**src/rtl/snake_pkg.sv**
```systemverilog
// snake_pkg: direction and FSM encodings, cell type and reversal helper shared by the snake body engine
package snake_pkg;
    typedef enum logic [1:0] {UP = 2'd0, DOWN = 2'd1, LEFT = 2'd2, RIGHT = 2'd3} dir_t;
    typedef enum logic [1:0] {S_RUN = 2'd0, S_CHECK = 2'd1, S_DEAD = 2'd2} state_t;
    localparam int CELL_W = 8;
    typedef struct packed {logic [CELL_W-1:0] x; logic [CELL_W-1:0] y;} cell_t;
    function automatic dir_t opposite(input dir_t d);
        return dir_t'(d ^ 2'b01);
    endfunction
endpackage

```
**src/rtl/snake_collide_scan.sv**
```systemverilog
// snake_collide_scan: serial self-collision scan, one segment compared against the target per cycle
module snake_collide_scan #(
    parameter int X_W = 6,
    parameter int Y_W = 6,
    parameter int I_W = 4
) (
    input  logic           clk,
    input  logic           rst_n,
    input  logic           clr,
    input  logic           start,
    input  logic [I_W-1:0] last,
    input  logic [X_W-1:0] tgt_x,
    input  logic [Y_W-1:0] tgt_y,
    input  logic [X_W-1:0] seg_x,
    input  logic [Y_W-1:0] seg_y,
    output logic [I_W-1:0] idx,
    output logic           done,
    output logic           hit
);
    logic active, hit_r, match;
    assign match = active && seg_x == tgt_x && seg_y == tgt_y;
    assign done = active && idx == last;
    assign hit = hit_r | match;
    always_ff @(posedge clk or negedge rst_n)
        if (!rst_n) begin
            active <= 1'b0;
            idx <= '0;
            hit_r <= 1'b0;
        end else if (clr) begin
            active <= 1'b0;
            idx <= '0;
            hit_r <= 1'b0;
        end else if (start) begin
            active <= 1'b1;
            idx <= '0;
            hit_r <= 1'b0;
        end else if (active) begin
            active <= !done;
            idx <= idx + I_W'(1);
            hit_r <= hit;
        end
endmodule

```
**src/rtl/snake_body_engine.sv**
```systemverilog
// snake_body_engine: segment store, step/grow/direction FSM and registered per-cell occupancy query
module snake_body_engine
    import snake_pkg::*;
#(
    parameter int MAX_LEN = 16,
    parameter int INIT_LEN = 4,
    parameter int GRID_W = 64,
    parameter int GRID_H = 48,
    parameter int WRAP = 0,
    localparam int X_W = $clog2(GRID_W),
    localparam int Y_W = $clog2(GRID_H),
    localparam int L_W = $clog2(MAX_LEN + 1)
) (
    input  logic           clk,
    input  logic           rst_n,
    input  logic           step,
    input  logic           dir_valid,
    input  logic [1:0]     dir,
    input  logic           grow,
    input  logic           restart,
    input  logic [X_W-1:0] q_x,
    input  logic [Y_W-1:0] q_y,
    output logic           q_head,
    output logic           q_body,
    output logic [X_W-1:0] head_x,
    output logic [Y_W-1:0] head_y,
    output logic [L_W-1:0] length,
    output logic           alive,
    output logic           busy,
    output logic           died
);
    localparam int I_W = $clog2(MAX_LEN);
    localparam logic [X_W:0] XLIM = (X_W+1)'(GRID_W);
    localparam logic [Y_W:0] YLIM = (Y_W+1)'(GRID_H);
    state_t state;
    dir_t cur_dir, pend_dir, move_dir, eff_dir, ref_dir;
    logic pend_v, grow_now, wall, wall_n, dir_ok, body_hit, commit, grow_inc, go, scan_done, scan_hit;
    logic [X_W-1:0] seg_x [MAX_LEN];
    logic [Y_W-1:0] seg_y [MAX_LEN];
    logic [X_W-1:0] nh_x, wx;
    logic [Y_W-1:0] nh_y, wy;
    logic [X_W:0] nx;
    logic [Y_W:0] ny;
    logic [L_W-1:0] pend_grow, n_chk;
    logic [I_W-1:0] scan_idx;
    function automatic logic [X_W-1:0] init_x(input int i);
        return (i < INIT_LEN) ? X_W'(INIT_LEN - 1 - i) : '0;
    endfunction
    assign eff_dir = pend_v ? pend_dir : cur_dir;
    // a key pressed while a move is in flight is judged against that move, not the stale heading
    assign ref_dir = (state == S_CHECK) ? move_dir : step ? eff_dir : cur_dir;
    assign dir_ok = dir_valid && state != S_DEAD && dir_t'(dir) != opposite(ref_dir);
    assign nx = {1'b0, seg_x[0]} + ((eff_dir == RIGHT) ? (X_W+1)'(1) : (eff_dir == LEFT) ? {(X_W+1){1'b1}} : (X_W+1)'(0));
    assign ny = {1'b0, seg_y[0]} + ((eff_dir == DOWN) ? (Y_W+1)'(1) : (eff_dir == UP) ? {(Y_W+1){1'b1}} : (Y_W+1)'(0));
    assign wx = (nx == '1) ? X_W'(GRID_W - 1) : (nx == XLIM) ? '0 : nx[X_W-1:0];
    assign wy = (ny == '1) ? Y_W'(GRID_H - 1) : (ny == YLIM) ? '0 : ny[Y_W-1:0];
    assign wall_n = WRAP == 0 && (nx >= XLIM || ny >= YLIM);
    assign go = state == S_RUN && step;
    assign n_chk = grow_now ? length : length - L_W'(1);
    assign commit = state == S_CHECK && scan_done && !(scan_hit || wall);
    assign grow_inc = grow && state != S_DEAD && length + pend_grow < L_W'(MAX_LEN);
    assign head_x = seg_x[0];
    assign head_y = seg_y[0];
    assign alive = state != S_DEAD;
    assign busy = state == S_CHECK;
    always_comb begin
        body_hit = 1'b0;
        for (int i = 1; i < MAX_LEN; i++)
            body_hit = body_hit | (L_W'(i) < length && seg_x[i] == q_x && seg_y[i] == q_y);
    end
    snake_collide_scan #(.X_W(X_W), .Y_W(Y_W), .I_W(I_W)) u_scan (
        .clk(clk), .rst_n(rst_n), .clr(restart), .start(go), .last(I_W'(n_chk - L_W'(1))),
        .tgt_x(nh_x), .tgt_y(nh_y), .seg_x(seg_x[scan_idx]), .seg_y(seg_y[scan_idx]),
        .idx(scan_idx), .done(scan_done), .hit(scan_hit)
    );
    always_ff @(posedge clk or negedge rst_n)
        if (!rst_n) begin
            state <= S_RUN;
            {cur_dir, pend_dir, move_dir} <= {RIGHT, RIGHT, RIGHT};
            {pend_v, grow_now, wall, died, q_head, q_body} <= '0;
            {nh_x, nh_y, pend_grow} <= '0;
            length <= L_W'(INIT_LEN);
            for (int i = 0; i < MAX_LEN; i++) begin
                seg_x[i] <= init_x(i);
                seg_y[i] <= Y_W'(GRID_H / 2);
            end
        end else if (restart) begin
            state <= S_RUN;
            {cur_dir, pend_dir, move_dir} <= {RIGHT, RIGHT, RIGHT};
            {pend_v, grow_now, wall, died, q_head, q_body} <= '0;
            {nh_x, nh_y, pend_grow} <= '0;
            length <= L_W'(INIT_LEN);
            for (int i = 0; i < MAX_LEN; i++) begin
                seg_x[i] <= init_x(i);
                seg_y[i] <= Y_W'(GRID_H / 2);
            end
        end else begin
            died <= 1'b0;
            q_head <= seg_x[0] == q_x && seg_y[0] == q_y;
            q_body <= body_hit;
            pend_grow <= pend_grow + L_W'(grow_inc) - L_W'(commit && grow_now);
            pend_v <= dir_ok || (pend_v && !go);
            if (dir_ok)
                pend_dir <= dir_t'(dir);
            if (go) begin
                nh_x <= wx;
                nh_y <= wy;
                wall <= wall_n;
                grow_now <= pend_grow != '0;
                move_dir <= eff_dir;
                state <= S_CHECK;
            end
            if (commit) begin
                for (int i = MAX_LEN - 1; i > 0; i--) begin
                    seg_x[i] <= seg_x[i-1];
                    seg_y[i] <= seg_y[i-1];
                end
                seg_x[0] <= nh_x;
                seg_y[0] <= nh_y;
                cur_dir <= move_dir;
                if (grow_now)
                    length <= length + L_W'(1);
                state <= S_RUN;
            end else if (state == S_CHECK && scan_done) begin
                state <= S_DEAD;
                died <= 1'b1;
            end
        end
endmodule

```
**config.mk**
```make
export PLATFORM = sky130hd
export DESIGN_NAME = snake_body_engine
export DESIGN_NICKNAME = d
export VERILOG_FILES = /design/src/rtl/snake_pkg.sv /design/src/rtl/snake_collide_scan.sv /design/src/rtl/snake_body_engine.sv
export SDC_FILE = /design/constraint.sdc
export NUM_CORES = 1
export LEC_CHECK = 0
export CAP_MARGIN = 30
export CORE_MARGIN = 3
export CORE_UTILIZATION = 50
export CTS_CLUSTER_DIAMETER = 80
export DETAILED_ROUTE_END_ITERATION = 10
export PLACE_DENSITY = 0.75
export SLEW_MARGIN = 20
export SYNTH_ARGS = -nofsm -noshare
export SYNTH_HDL_FRONTEND = slang
export SYNTH_HIERARCHICAL = 1
export SYNTH_SLANG_ARGS = --single-unit
```
**constraint.sdc**
```tcl
create_clock -name clk -period 6.6 [get_ports clk]
set_input_delay 1.65 -clock clk [delete_from_list [all_inputs] [get_ports clk]]
set_output_delay 1.65 -clock clk [all_outputs]
set_load 0.05 [all_outputs]
```
## Word-level counts from Yosys, hierarchy flattened

Index checks and enable logic that the tools add are counted.

| storage, ports and cells | value |
|---|---|
| output and inout port bits | 22 |
| bits in latches | 0 |
| bits in read-only memories | 0 |
| bits in writable memories | 0 |
| memories kept | 0 |
| word-level logic and storage cells | 257 |
| register bits after elaboration | 234 |

| cells by class | value |
|---|---|
| muxes and demuxes | 59 |
| $lt $le $gt $ge | 19 |
| add/subtract/negate cells | 9 |
| multiply operators | 0 |
| bitwise gates (word level) | 17 |
| equal/unequal tests | 45 |
| reductions and logical operators | 59 |
| divide/modulo/power cells | 0 |
| shift operators | 0 |

Operators with widths:

| cell | number |
|---|---|
| 96-bit two-way mux | 4 |
| 6-bit == test | 34 |
| 6-bit two-way mux | 12 |
| 6-bit binary-select mux with 4-bit select | 2 |
| 1-bit logical AND | 43 |
| 4-bit by 5-bit less-than comparator with 1-bit output, first input constant | 8 |
| 7-bit two-way mux | 4 |
| 2-bit two-way mux | 13 |
| 7-bit == test, second input constant | 3 |
| 3-bit by 5-bit less-than comparator with 1-bit output, first input constant | 4 |
| 5-bit two-way mux | 4 |
| 1-bit two-way mux | 16 |
| 4-bit two-way mux | 4 |
| 1-bit bitwise OR | 15 |
| 6-bit by 7-bit adder with 7-bit output | 2 |
| 2-bit by 5-bit less-than comparator with 1-bit output, first input constant | 2 |
| 2-bit nonzero test | 4 |
| 4-bit by 1-bit subtractor with 4-bit output, second input constant | 2 |
| 7-bit by 6-bit == test with 1-bit output, second input constant | 1 |
| 7-bit by 6-bit greater-or-equal comparator with 1-bit output, second input constant | 1 |
| 7-bit greater-or-equal comparator, second input constant | 1 |
| 5-bit by 1-bit adder with 5-bit output | 1 |
| 5-bit by 1-bit adder with 5-bit output, second input constant | 1 |
| 5-bit adder | 1 |
| other kinds (19) | 26 |

## Logic depth before layout (Yosys ltp)

Gate-level depths: netlist of run 1.

| depth | value |
|---|---|
| word-level depth | 18 |
| mapped depth | 22 |
| depth with buffers taken out | 21 |

## Cells and area by module

The synthesis of run 1 kept the hierarchy.

Modules (own cells, without submodules):

| module | seq. area each (um^2) | area an instance (um^2) | times used | cells an instance |
|---|---|---|---|---|
| snake_body_engine | 5759.3 | 13945.9 | 1 | 1486 |
| snake_collide_scan | 150.1 | 467.9 | 1 | 47 |

## Worst setup path before layout of run 1

No wires, ideal clock.

| timing path | value |
|---|---|
| path kind | register to register |
| from | reg length[1] |
| to | reg pend_grow[4] |
| buffers on the path | 1 |
| setup time | 0.078 ns |
| data arrival time | 4.484 ns |
| data required time | 6.522 ns |
| cell stages (with the launch flop) | 23 |
| setup slack | 2.038 ns |
| path through | dfrtp_1 buf_2 inv_1 ha_1 mux2_2 ha_1 xnor2_1 xnor2_1 xor2_1 nor4_1 and2_2 nand3b_1 nor3_2 nand2_1 inv_1 ha_1 inv_1 ha_1 fa_1 a21oi_1 nor2_1 or3_1 a21oi_1 |

| between the ends | value |
|---|---|
| longest elaborated chain between the ends | 10 |
| elaborated cells between the ends (all ways) | 14 |
| classes of those cells | add/sub: 5; order compare: 1; eq/ne: 1; mux: 2; reduce/logical: 5 |

RTL lines:

| what | line | text |
|---|---|---|
| start: declaration | snake_body_engine.sv:27 | `output logic [L_W-1:0] length,` |
| start signal: assignment | snake_body_engine.sv:82 | `length <= L_W'(INIT_LEN);` |
| start signal: assignment | snake_body_engine.sv:92 | `length <= L_W'(INIT_LEN);` |
| start signal: assignment | snake_body_engine.sv:122 | `length <= length + L_W'(1);` |
| 4-bit by 1-bit subtractor with 4-bit output | snake_body_engine.sv:59 | `assign n_chk = grow_now ? length : length - L_W'(1);` |
| 4-bit two-way mux * | snake_body_engine.sv:59 |  |
| 4-bit by 1-bit subtractor with 4-bit output * | snake_body_engine.sv:72 | `.clk(clk), .rst_n(rst_n), .clr(restart), .start(go), .last(I_W'(n_chk - L_W'(1))),` |
| 4-bit == test * | snake_collide_scan.sv:22 | `assign done = active && idx == last;` |
| 1-bit logical AND * | snake_collide_scan.sv:22 |  |
| net scan_done | snake_body_engine.sv:37 | `logic pend_v, grow_now, wall, wall_n, dir_ok, body_hit, commit, grow_inc, go, scan_done, scan_hit;` |
| 1-bit logical AND * (2 in series) | snake_body_engine.sv:60 | `assign commit = state == S_CHECK && scan_done && !(scan_hit \|\| wall);` |
| 1-bit logical AND * | snake_body_engine.sv:101 | `pend_grow <= pend_grow + L_W'(grow_inc) - L_W'(commit && grow_now);` |
| 5-bit by 1-bit subtractor with 5-bit output * | snake_body_engine.sv:101 |  |
| 5-bit two-way mux * | snake_body_engine.sv:87 | `end else if (restart) begin` |
| end signal: assignment | snake_body_engine.sv:101 |  |
| end: declaration | snake_body_engine.sv:44 | `logic [L_W-1:0] pend_grow, n_chk;` |

The timed path passes the listed nets; every way through them passes the cells marked *.
A chain may end at the register's enable or synchronous reset.

## Worst setup path in the final report of run 1

| timing path | value |
|---|---|
| from | reg u_scan.idx[1] |
| to | reg pend_grow[4] |

| between the ends | value |
|---|---|
| longest elaborated chain between the ends | 14 |
| elaborated cells between the ends (all ways) | 21 |
| classes of those cells | add/sub: 1; eq/ne: 3; mux: 7; bitwise: 2; reduce/logical: 8 |

RTL lines:

| what | line | text |
|---|---|---|
| start: declaration | snake_collide_scan.sv:16 | `output logic [I_W-1:0] idx,` |
| start signal: assignment | snake_collide_scan.sv:39 | `idx <= idx + I_W'(1);` |
| 4-bit inverter with 5-bit output (not written as such) * | snake_body_engine.sv:73 | `.tgt_x(nh_x), .tgt_y(nh_y), .seg_x(seg_x[scan_idx]), .seg_y(seg_y[scan_idx]),` |
| 6-bit binary-select mux with 4-bit select | snake_body_engine.sv:73 |  |
| 6-bit two-way mux (not written as such) (2 in series) | snake_body_engine.sv:73 |  |
| 6-bit == test | snake_collide_scan.sv:21 | `assign match = active && seg_x == tgt_x && seg_y == tgt_y;` |
| 1-bit logical AND | snake_collide_scan.sv:21 |  |
| 1-bit logical AND * | snake_collide_scan.sv:21 |  |
| 1-bit bitwise OR * | snake_collide_scan.sv:23 | `assign hit = hit_r \| match;` |
| net scan_hit | snake_body_engine.sv:37 |  |
| 1-bit logical OR * | snake_body_engine.sv:60 |  |
| 1-bit logical NOT * | snake_body_engine.sv:60 |  |
| 1-bit logical AND * | snake_body_engine.sv:60 |  |
| 1-bit logical AND * | snake_body_engine.sv:101 |  |
| 5-bit by 1-bit subtractor with 5-bit output * | snake_body_engine.sv:101 |  |
| 5-bit two-way mux * | snake_body_engine.sv:87 |  |

The timed path passes the listed nets; every way through them passes the cells marked *. The select of a mux whose other input is x is not followed.

==> metrics.md, run 1 <==
| Metric | Value |
|---|---|
| DP Wirelength | `28300 um` |
| Layout area overhead | `10.1%` |
| CTS Buf Count | `27` |
| Initial DRC count | `1202` |
| Slew @ Worst Pin | `1.05 ns` |
| Max cap viols | `0` |
| Post-synth top flop | `dfrtp_1` |
| Area of the multi-input gates | `7780 sq um` |
| Final Hold Violating Endpoints | `0` |
| Final cell count without fillers | `1901` |
| Synthesized area | `14400 sq um` |
| Die Ht | `176 um` |
| 1st-pass router iterations | `5` |
| Tmin final | `5.23 ns` |
| Clock sinks | `234` |
| Final net count | `1551` |
| Final hold slack | `0.507 ns` |
| Syn Nets | `1581` |
| Warnings from Yosys | `6` |
| Status | `completed` |
| Tot GR Track Use | `0.266` |
| Worst skew pair latency | `0.55 ns` |
| Vias | `11509` |
| Power consumption | `3510 uW` |
| Die area | `30900 sq um` |
| Io pins | `42` |
| Syn Inst Count | `1533` |
| Fmax | `191 MHz` |
| Fin area | `15900 sq um` |
| Hold path startpoint | `move_dir[1]` |
| Post-cts resize count | `0` |
| Setup TNS | `0 ns` |
| Final setup fails | `0` |
| Crit path DAT | `5.70 ns` |
| Static leakage | `0.00629 uW` |
| Hold Buf Count CTS | `0` |
| Fraction of layout cells with a size suffix above 1 | `0.130` |
| # Post-CTS Setup Buffers | `0` |
| Ant diodes | `0` |
| Register area | `5910 sq um` |
| Yosys reg bits | `234` |
| CP Launch Type | `flip-flop` |
| Post-route DRC | `0` |
| CP max FO | `28` |
| H-tree depth | `1` |
| Critical Path End Type | `flip-flop` |
| Slew Limit Headroom | `0.301` |
| Seq/Total Area, Yosys | `0.410` |
| Port bufs | `41` |
| Synth unique cells | `64` |
| Initial Util | `0.513` |
| CTS tree | `built` |
| R2r startpoint | `u_scan/idx[1]` |
| Row Count | `61` |
| Hold path depth | `2` |
| Die W | `176 um` |
| WL per Instance | `21.9 um` |
| First-pass GRT wire length | `64600 um` |
| Post-synthesis async set-or-reset flop share | `1.00` |
| GRT overflow | `0` |
| CP Launch Point | `u_scan/idx[1]` |
| Post-DR vias/cell | `6.05` |
| Total routed wirelength | `41600 um` |
| Fill cell count | `2455` |
| Core ar. | `28100 sq um` |
| Inst Count DP | `1845` |
| Root Buffer | `clkbuf_16` |
| Hold crit path type | `reg -> reg` |
| Max-slew violation count | `0` |
| R2R depth | `18` |
| Power density over the cells | `221 nW/um^2` |
| Post-synth EDFFs | `0` |
| Final Skew | `0.0118 ns` |
| Worst vdd ir | `0.000171 V` |
| Remaining antenna violation count | `0` |
| Syn Area/Cell | `9.40 sq um` |
| Final Cycle Share | `0.793` |
| Critical Path RT | `7.07 ns` |
| Antenna violations before repair | `0` |
| Vias in the first global route | `10899` |
| DP Area | `14800 sq um` |
| Critical path class | `reg -> reg` |
| Clock Path Buffers | `3` |
| RSZ-0062 raised after global routing | `no` |
| Clock transition at the registers of the reported paths | `0.06 ns` |
| Largest net degree at the start of global routing | `127` |
| GPL Wtd Cong | `0.996` |
-- cells by family after synthesis --
logic type,synth area share
buffers and inverters,0.0518
AOI/OAI and AO/OA,0.0951
muxes,0.101
adders and majority gates,0.0259
DFF,0.410
xor gates and xnor gates,0.143
and+or+nand+nor,0.173
-- worst max-delay path: stages (launching register included) --
cell and delay [ns]:
dfrtp_2 0.82, buf_4 0.53, mux4_2 0.42, mux4_2 0.51
xnor2_1 0.19, nand4_1 0.15, nor4_2 0.25, a41o_1 0.30
nor3_4 0.06, nand2_1 0.18, inv_1 0.09, ha_1 0.27
inv_1 0.04, ha_1 0.22, fa_1 0.42, a21oi_1 0.14
nor2_1 0.06, or3_1 0.34, a21oi_1 0.14
-- stage by stage --
stage | utilization | setup WS [ns]
after CTS | 0.561 | 1.30
after global routing | 0.565 | 1.15
after floorplan | - | 2.04
after detailed placement | 0.528 | 1.31
after global placement | 0.528 | 1.37
final | 0.565 | 1.37
-- layout by cell type, fill, tap and decap left out, types with 5 or more instances in the layout --
| master | instances |
|---|---|
| nor4_1 | 25 |
| mux2i_1 | 6 |
| nand3_1 | 43 |
| dfrtp_1 | 189 |
| nor2_1 | 25 |
| dfstp_2 | 43 |
| nor2b_1 | 5 |
| xnor2_1 | 144 |
| clkdlybuf4s50_1 | 39 |
| clkbuf_16 | 27 |
| a21oi_1 | 182 |
| clkinv_2 | 5 |
| nor3_1 | 6 |
| buf_4 | 18 |
| xor2_1 | 92 |
| o21bai_1 | 5 |
| clkbuf_8 | 8 |
| inv_1 | 18 |
| ha_1 | 25 |
| a21o_1 | 7 |
| a211oi_1 | 5 |
| nand2_1 | 417 |
| o21ai_0 | 14 |
| nand4_1 | 36 |
| mux4_2 | 59 |
-- per-layer routing --
layer,wire length (um),GRT usage
met1,17300,0.375
met2,19300,0.417
met3,3350,0.0482
met4,1660,0.0861
met5,0,0
-- final cells by class --
| cell class | count | area share |
|---|---|---|
| timing repair buffer | 68 | 0.0441 |
| clock buffer | 37 | 0.0500 |
| sequential | 234 | 0.373 |
| inverter | 19 | 0.00449 |
| tap | 378 | 0.0298 |
| clock inverter | 12 | 0.00922 |
| multi-input combinational | 1153 | 0.490 |
-- registers in the layout, indices dropped and copies added (netlist names), 4 cells and up --
register,flops
length,5
pend_grow,5
u_scan/idx,4
nh_y,6
seg_y,90
head_x,6
head_y,6
seg_x,90
nh_x,6
-- cell usage after synthesis, drive strengths merged, types with 27 or more instances --
library cell    n  area [sq um]
a21oi         184           928
buf            83           510
clkbuf         44           165
dfrtp         191          4780
dfstp          43          1130
mux4           60          1360
nand2         417          1570
nand3          44           220
nand4          36           225
nor4           27           181
xnor2         144          1260
xor2           92           806
-- worst paths after layout --
check / slack, ns / to
setup / recovery: 1.37 / pend_grow[4]
max in group asynchronous: 3.99 / seg_x[9]
hold / removal: 0.51 / cur_dir[1]
setup reg to reg: 1.37 / pend_grow[4]
min in group asynchronous: 1.16 / pend_v
hold reg to reg: 0.51 / cur_dir[1]
-- report_power, final --
part	total [uW]	internal, uW	switching (uW)
combinational	422	167	255
sequential	1520	1470	49.1
clock	1570	954	617
total	3510	2590	921
Note: power is estimated with default switching activity, not from simulation.
==> run 2: changes to the inputs <==
--- a/config.mk
+++ b/config.mk
@@ -10,7 +10,7 @@
 export CORE_UTILIZATION = 50
 export CTS_CLUSTER_DIAMETER = 80
 export DETAILED_ROUTE_END_ITERATION = 10
-export PLACE_DENSITY = 0.75
+export PLACE_DENSITY = 0.77
 export SLEW_MARGIN = 20
 export SYNTH_ARGS = -nofsm -noshare
 export SYNTH_HDL_FRONTEND = slang
==> constraint.sdc (replaced) <==
create_clock -name clk -period 4.6 [get_ports clk]
set_input_delay 1.15 -clock clk [delete_from_list [all_inputs] [get_ports clk]]
set_output_delay 1.15 -clock clk [all_outputs]
set_load 0.05 [all_outputs]
==> metrics.md, run 2 (synthesized netlist as in run 1, its figures left out) <==
| Metric | Value |
|---|---|
| Status | `finished with violations` |
| Violated checks | `setup timing` |
| Max-slew violation count | `0` |
| Layout area overhead | `13.5%` |
| Most frequent cells in the layout | `416 x nand2_1, 189 x dfrtp_1, 180 x a21oi_1, 143 x xnor2_1, 92 x xor2_1` |
| Hold crit path type | `reg -> reg` |
| RSZ-0062 raised after global routing | `yes` |
| Final Skew | `0.00925 ns` |
| GRT overflow | `0` |
| Die W | `176 um` |
| H-tree depth | `1` |
| Clock transition at the registers of the reported paths | `0.06 ns` |
| Post-DR vias/cell | `6.27` |
| Root Buffer | `clkbuf_16` |
| Antenna violations before repair | `0` |
| CTS tree | `built` |
| WL per Instance | `21.7 um` |
| Final Cycle Share | `1.01` |
| Port bufs | `41` |
| Worst path max stage delay | `0.54 ns` |
| CP max FO | `7` |
| Vias | `12250` |
| Largest net degree at the start of global routing | `101` |
| Ant diodes | `0` |
| Critical path class | `reg -> reg` |
| DP Wirelength | `28500 um` |
| CP Launch Type | `flip-flop` |
| Post-route DRC | `0` |
| CTS Buf Count | `27` |
| Largest regs | `seg_x (90), seg_y (90)` |
| Tmin final | `4.64 ns` |
| Initial Util | `0.513` |
| Fmax | `216 MHz` |
| Remaining antenna violation count | `0` |
| Vias in the first global route | `11569` |
| Final cell count without fillers | `1953` |
| Clock Path Buffers | `3` |
| Crit path cell chain | `buf_12, buf_4, mux4_2, mux4_2, xor2_1, nor4_2, a41o_1, nor3_4, nand2_2, inv_2, ha_4, inv_2, ha_4, fa_2, a21oi_2, nor2_2, or3_1, a21oi_2` |
| Critical Path RT | `5.07 ns` |
| Commonest non-fill, non-tap cell in the layout | `nand2_1` |
| First-pass GRT wire length | `66600 um` |
| Clock sinks | `234` |
| Power consumption | `5090 uW` |
| Worst setup margin | `-0.0387 ns` |
| Slew @ Worst Pin | `0.836 ns` |
| Max cap viols | `0` |
| Hold Buf Count CTS | `0` |
| Total routed wirelength | `42400 um` |
| Final setup fails | `1` |
| Crit path DAT | `5.10 ns` |
| DP Worst Slack | `-0.0147 ns` |
| Final net count | `1602` |
| GPL Wtd Cong | `1.05` |
| Setup TNS | `-0.0387 ns` |
| 1st-pass router iterations | `7` |
| Io pins | `42` |
| Die Ht | `176 um` |
| Initial DRC count | `1751` |
| Slew Limit Headroom | `0.441` |
| Tot GR Track Use | `0.272` |
| Core ar. | `28100 sq um` |
| Fill cell count | `2346` |
| Worst skew pair latency | `0.54 ns` |
| Power density over the cells | `311 nW/um^2` |
| Final Hold Violating Endpoints | `0` |
| Row Count | `61` |
| Static leakage | `0.00656 uW` |
| Die area | `30900 sq um` |
| Critical path's slowest cell | `mux4_2` |
| Fraction of layout cells with a size suffix above 1 | `0.159` |
| Worst vdd ir | `0.000245 V` |
| Inst Count DP | `1878` |
| Critical Path End Type | `flip-flop` |
-- run 2: cell types whose count changed in the layout (fill, tap and decap cells not counted), moves of 3 or more --
cell | before | now
clkbuf_1 | 2 | 11
clkinv_2 | 5 | 2
buf_12 | 4 | 11
clkinvlp_4 | 3 | 0
buf_4 | 18 | 63
clkbuf_8 | 8 | 5
buf_8 | 4 | 1
-- run 2: through the flow --
stage / utilization / cell area [sq um] / hold slack [ns]
CTS: 0.572 / 16100 / 0.510
floorplan: - / 14400 / 0.468
global route: 0.583 / 16400 / 0.527
global placement: 0.540 / 15200 / 0.480
detailed placement: 0.540 / 15200 / 0.495
finish: 0.583 / 16400 / 0.511
-- run 2: worst paths after layout --
path | start | endpoint | slack (ns) | depth (start not counted)
worst max register to register | u_scan/idx[0] | pend_grow[4] | -0.04 | 18
max in group asynchronous | rst_n | seg_y[15] | 3.08 | 2
worst min register to register | move_dir[0] | cur_dir[0] | 0.51 | 2
worst max-delay path | u_scan/idx[0] | pend_grow[4] | -0.04 | 18
min in group asynchronous | rst_n | pend_v | 0.60 | 1
worst min-delay path | move_dir[0] | cur_dir[0] | 0.51 | 2
-- run 2: power breakdown --
| part | total [uW] | internal (uW) | leakage, uW | switching (uW) |
|---|---|---|---|---|
| clock network | 2210 | 1330 | 0.000441 | 873 |
| registers | 2170 | 2110 | 0.00311 | 57.4 |
| logic | 711 | 296 | 0.00302 | 415 |
| total | 5090 | 3740 | 0.00656 | 1350 |
-- run 2: timing repair --
action / CTS / global route
setup endpoints to repair: 1 / 46
gates resized for setup: 1 / 14
cloned: 0 / 1
pin swaps: 1 / 14
buffers inserted: 0 / 23
endpoints found under the hold margin: 0 / 0
-- run 2: worst max-delay path: cells and delay by family, from the launching register on --
kind	cells	cell delay [ns]
multiplexers	2	1.07
AND/OR/NAND/NOR	5	0.97
adder cells (fa/ha/maj)	3	0.78
AO/OA/AOI/OAI	3	0.62
flip-flops	1	0.50
buffers and inverters	4	0.42
XOR/XNOR	1	0.19
-- run 2: cell type report --
type	instances	area [sq um]	area share
flip-flops and latches	234	5910	0.361
clock buffers	43	786	0.0480
repair buffers	119	1170	0.0714
multi-input cells	1153	7830	0.479
clock inverters	7	118	0.00719
inverters	19	71.3	0.00436
well taps	378	473	0.0289
-- run 2: layer usage --
metal	track usage	routed length, um
met5	0	0
met4	0.142	2850
met3	0.0367	3810
met2	0.411	19300
met1	0.384	16400
==> run 3: changes to the inputs <==
--- a/config.mk
+++ b/config.mk
@@ -8,10 +8,9 @@
 export CAP_MARGIN = 30
 export CORE_MARGIN = 3
 export CORE_UTILIZATION = 50
-export CTS_CLUSTER_DIAMETER = 80
+export CTS_CLUSTER_SIZE = 28
 export DETAILED_ROUTE_END_ITERATION = 10
 export PLACE_DENSITY = 0.77
-export SLEW_MARGIN = 20
 export SYNTH_ARGS = -nofsm -noshare
 export SYNTH_HDL_FRONTEND = slang
 export SYNTH_HIERARCHICAL = 1
==> metrics.md, run 3 (synthesized netlist as in run 1, its figures left out) <==
| Metric | Value |
|---|---|
| Status | `finished with violations` |
| Violated checks | `setup timing` |
| Switching component of the power | `1340 uW` |
| Most frequent cells in the layout | `416 x nand2_1, 189 x dfrtp_1, 180 x a21oi_1, 143 x xnor2_1, 91 x xor2_1` |
| Post-route DRC | `0` |
| Total routed wirelength | `42200 um` |
| Tot GR Track Use | `0.270` |
| 1st-pass router iterations | `8` |
| Worst skew pair latency | `0.56 ns` |
| Met1 wire length | `16300 um` |
| DP Area | `15200 sq um` |
| Sw Ratio | `0.262` |
| Combinational Power Share | `0.137` |
| Seq pwr share | `0.422` |
| Die area | `30900 sq um` |
| Fraction of layout cells with a size suffix above 1 | `0.158` |
| DP Wirelength | `28500 um` |
| Met2 WL | `19400 um` |
| Fmax | `216 MHz` |
| CP max FO | `7` |
| Commonest non-fill, non-tap cell in the layout | `nand2_1` |
| Clock sinks | `234` |
| Worst setup margin | `-0.0277 ns` |
| Ant diodes | `0` |
| Final Hold Violating Endpoints | `0` |
| Largest net degree at the start of global routing | `101` |
| H-tree depth | `1` |
| Remaining antenna violation count | `0` |
| Highest Signal Layer | `met4` |
| Worst vdd ir | `0.000246 V` |
| Largest regs | `seg_x (90), seg_y (90)` |
| CTS Buf Count | `27` |
| Final Skew | `0.0261 ns` |
| Hold crit path type | `reg -> reg` |
| CP Launch Type | `flip-flop` |
| Initial DRC count | `1724` |
| Slew Limit Headroom | `0.410` |
| Vias | `12073` |
| Critical Path RT | `5.06 ns` |
| Post-DR vias/cell | `6.19` |
| Vias in the first global route | `11448` |
| Fin area | `16300 sq um` |
| Final setup fails | `1` |
| Die Ht | `176 um` |
| Metal3 WL | `4020 um` |
| Clock transition at the registers of the reported paths | `0.07 ns` |
| Slew @ Worst Pin | `0.883 ns` |
| First-pass GRT wire length | `66200 um` |
| CTS tree | `built` |
| Die W | `176 um` |
| Initial Util | `0.513` |
| Power density over the cells | `314 nW/um^2` |
| Antenna violations before repair | `0` |
| Max-slew violation count | `0` |
| Critical Path End Type | `flip-flop` |
| Row Count | `61` |
| Max cap viols | `0` |
| Hold Buf Count CTS | `0` |
| Final hold slack | `0.513 ns` |
| Final net count | `1599` |
| Part of the power in the clock network | `0.440` |
| Root Buffer | `clkbuf_16` |
| Core ar. | `28100 sq um` |
| Port bufs | `41` |
| GRT overflow | `0` |
| Critical path class | `reg -> reg` |
| Tmin final | `4.63 ns` |
| GPL Wtd Cong | `1.05` |
| RSZ-0062 raised after global routing | `yes` |
| Io pins | `42` |
| WL per Instance | `21.7 um` |
| Final Cycle Share | `1.01` |
| Internal power | `3780 uW` |
| Static leakage | `0.00656 uW` |
| Crit path DAT | `5.09 ns` |
| Clock Path Buffers | `3` |
| Layout area overhead | `13.4%` |
==> run 3: power groups by stage <==
stage,Clock (uW),Combinational (uW),Sequential (uW)
3_5_place_dp,0,641,2200
5_1_grt,2370,761,2170
3_3_place_gp,0,627,2200
4_1_cts,2280,649,2160
6_report,2260,704,2160
2_1_floorplan,0,454,2180
==> run 3: through the flow <==
stage | std cells | setup slack, ns | utilization | power [uW] | TNS (ns)
after global routing | 1949 | -0.140 | 0.582 | 5300 | -7.33
after detailed placement | 1878 | -0.0147 | 0.540 | 2840 | -0.0147
final | 1949 | -0.0277 | 0.582 | 5130 | -0.0277
after CTS | 1927 | 0.00144 | 0.573 | 5090 | 0
after floorplan | 1533 | 0.0382 | - | 2630 | 0
after global placement | 1878 | 0.0250 | 0.540 | 2820 | 0
==> run 3: critical path, stage by stage (launching register included) <==
cell	delay [ns]
dfrtp_4	0.50
buf_6	0.14
buf_12	0.14
mux4_2	0.47
mux4_2	0.50
xnor2_2	0.21
nand4_1	0.17
nor4_4	0.33
a41o_1	0.30
nor3_4	0.07
nand2_2	0.07
inv_2	0.06
ha_4	0.25
inv_1	0.03
ha_2	0.19
fa_2	0.37
a21oi_2	0.17
nor2_2	0.06
or3_1	0.38
a21oi_2	0.12
==> run 3: routing by layer <==
| metal | GRT usage | up-vias |
|---|---|---|
| met3 | 0.0439 | 151 |
| li1 | - | 5244 |
| met2 | 0.408 | 740 |
| met4 | 0.134 | 0 |
| met5 | 0 | - |
| met1 | 0.379 | 5938 |
==> run 3: repair_timing <==
item / CTS / global route
setup endpoints to repair: 1 / 51
cloned: 0 / 1
buffers inserted: 0 / 20
gates resized for setup: 1 / 13
pin swaps: 1 / 8
hold endpoints to repair: 0 / 0
==> run 3: final timing paths <==
kind / start / end / slack, ns / cells past startpoint
worst max-delay path: u_scan/idx[0] / pend_grow[4] / -0.03 / 19
worst min-delay path: seg_y[21] / seg_y[15] / 0.51 / 2
worst max register to register: u_scan/idx[0] / pend_grow[4] / -0.03 / 19
worst min register to register: seg_y[21] / seg_y[15] / 0.51 / 2
max in group asynchronous: rst_n / seg_y[15] / 3.09 / 2
min in group asynchronous: rst_n / pend_v / 0.61 / 1
==> run 3: area by class of cell <==
| class | instances | area [sq um] |
|---|---|---|
| fill | 2351 | 11700 |
| multi-input combinational | 1153 | 7830 |
| sequential | 234 | 5910 |
| timing repair buffer | 116 | 1140 |
| clock buffer | 41 | 778 |
| tap | 378 | 473 |
| clock inverter | 8 | 144 |
| inverter | 19 | 71.3 |
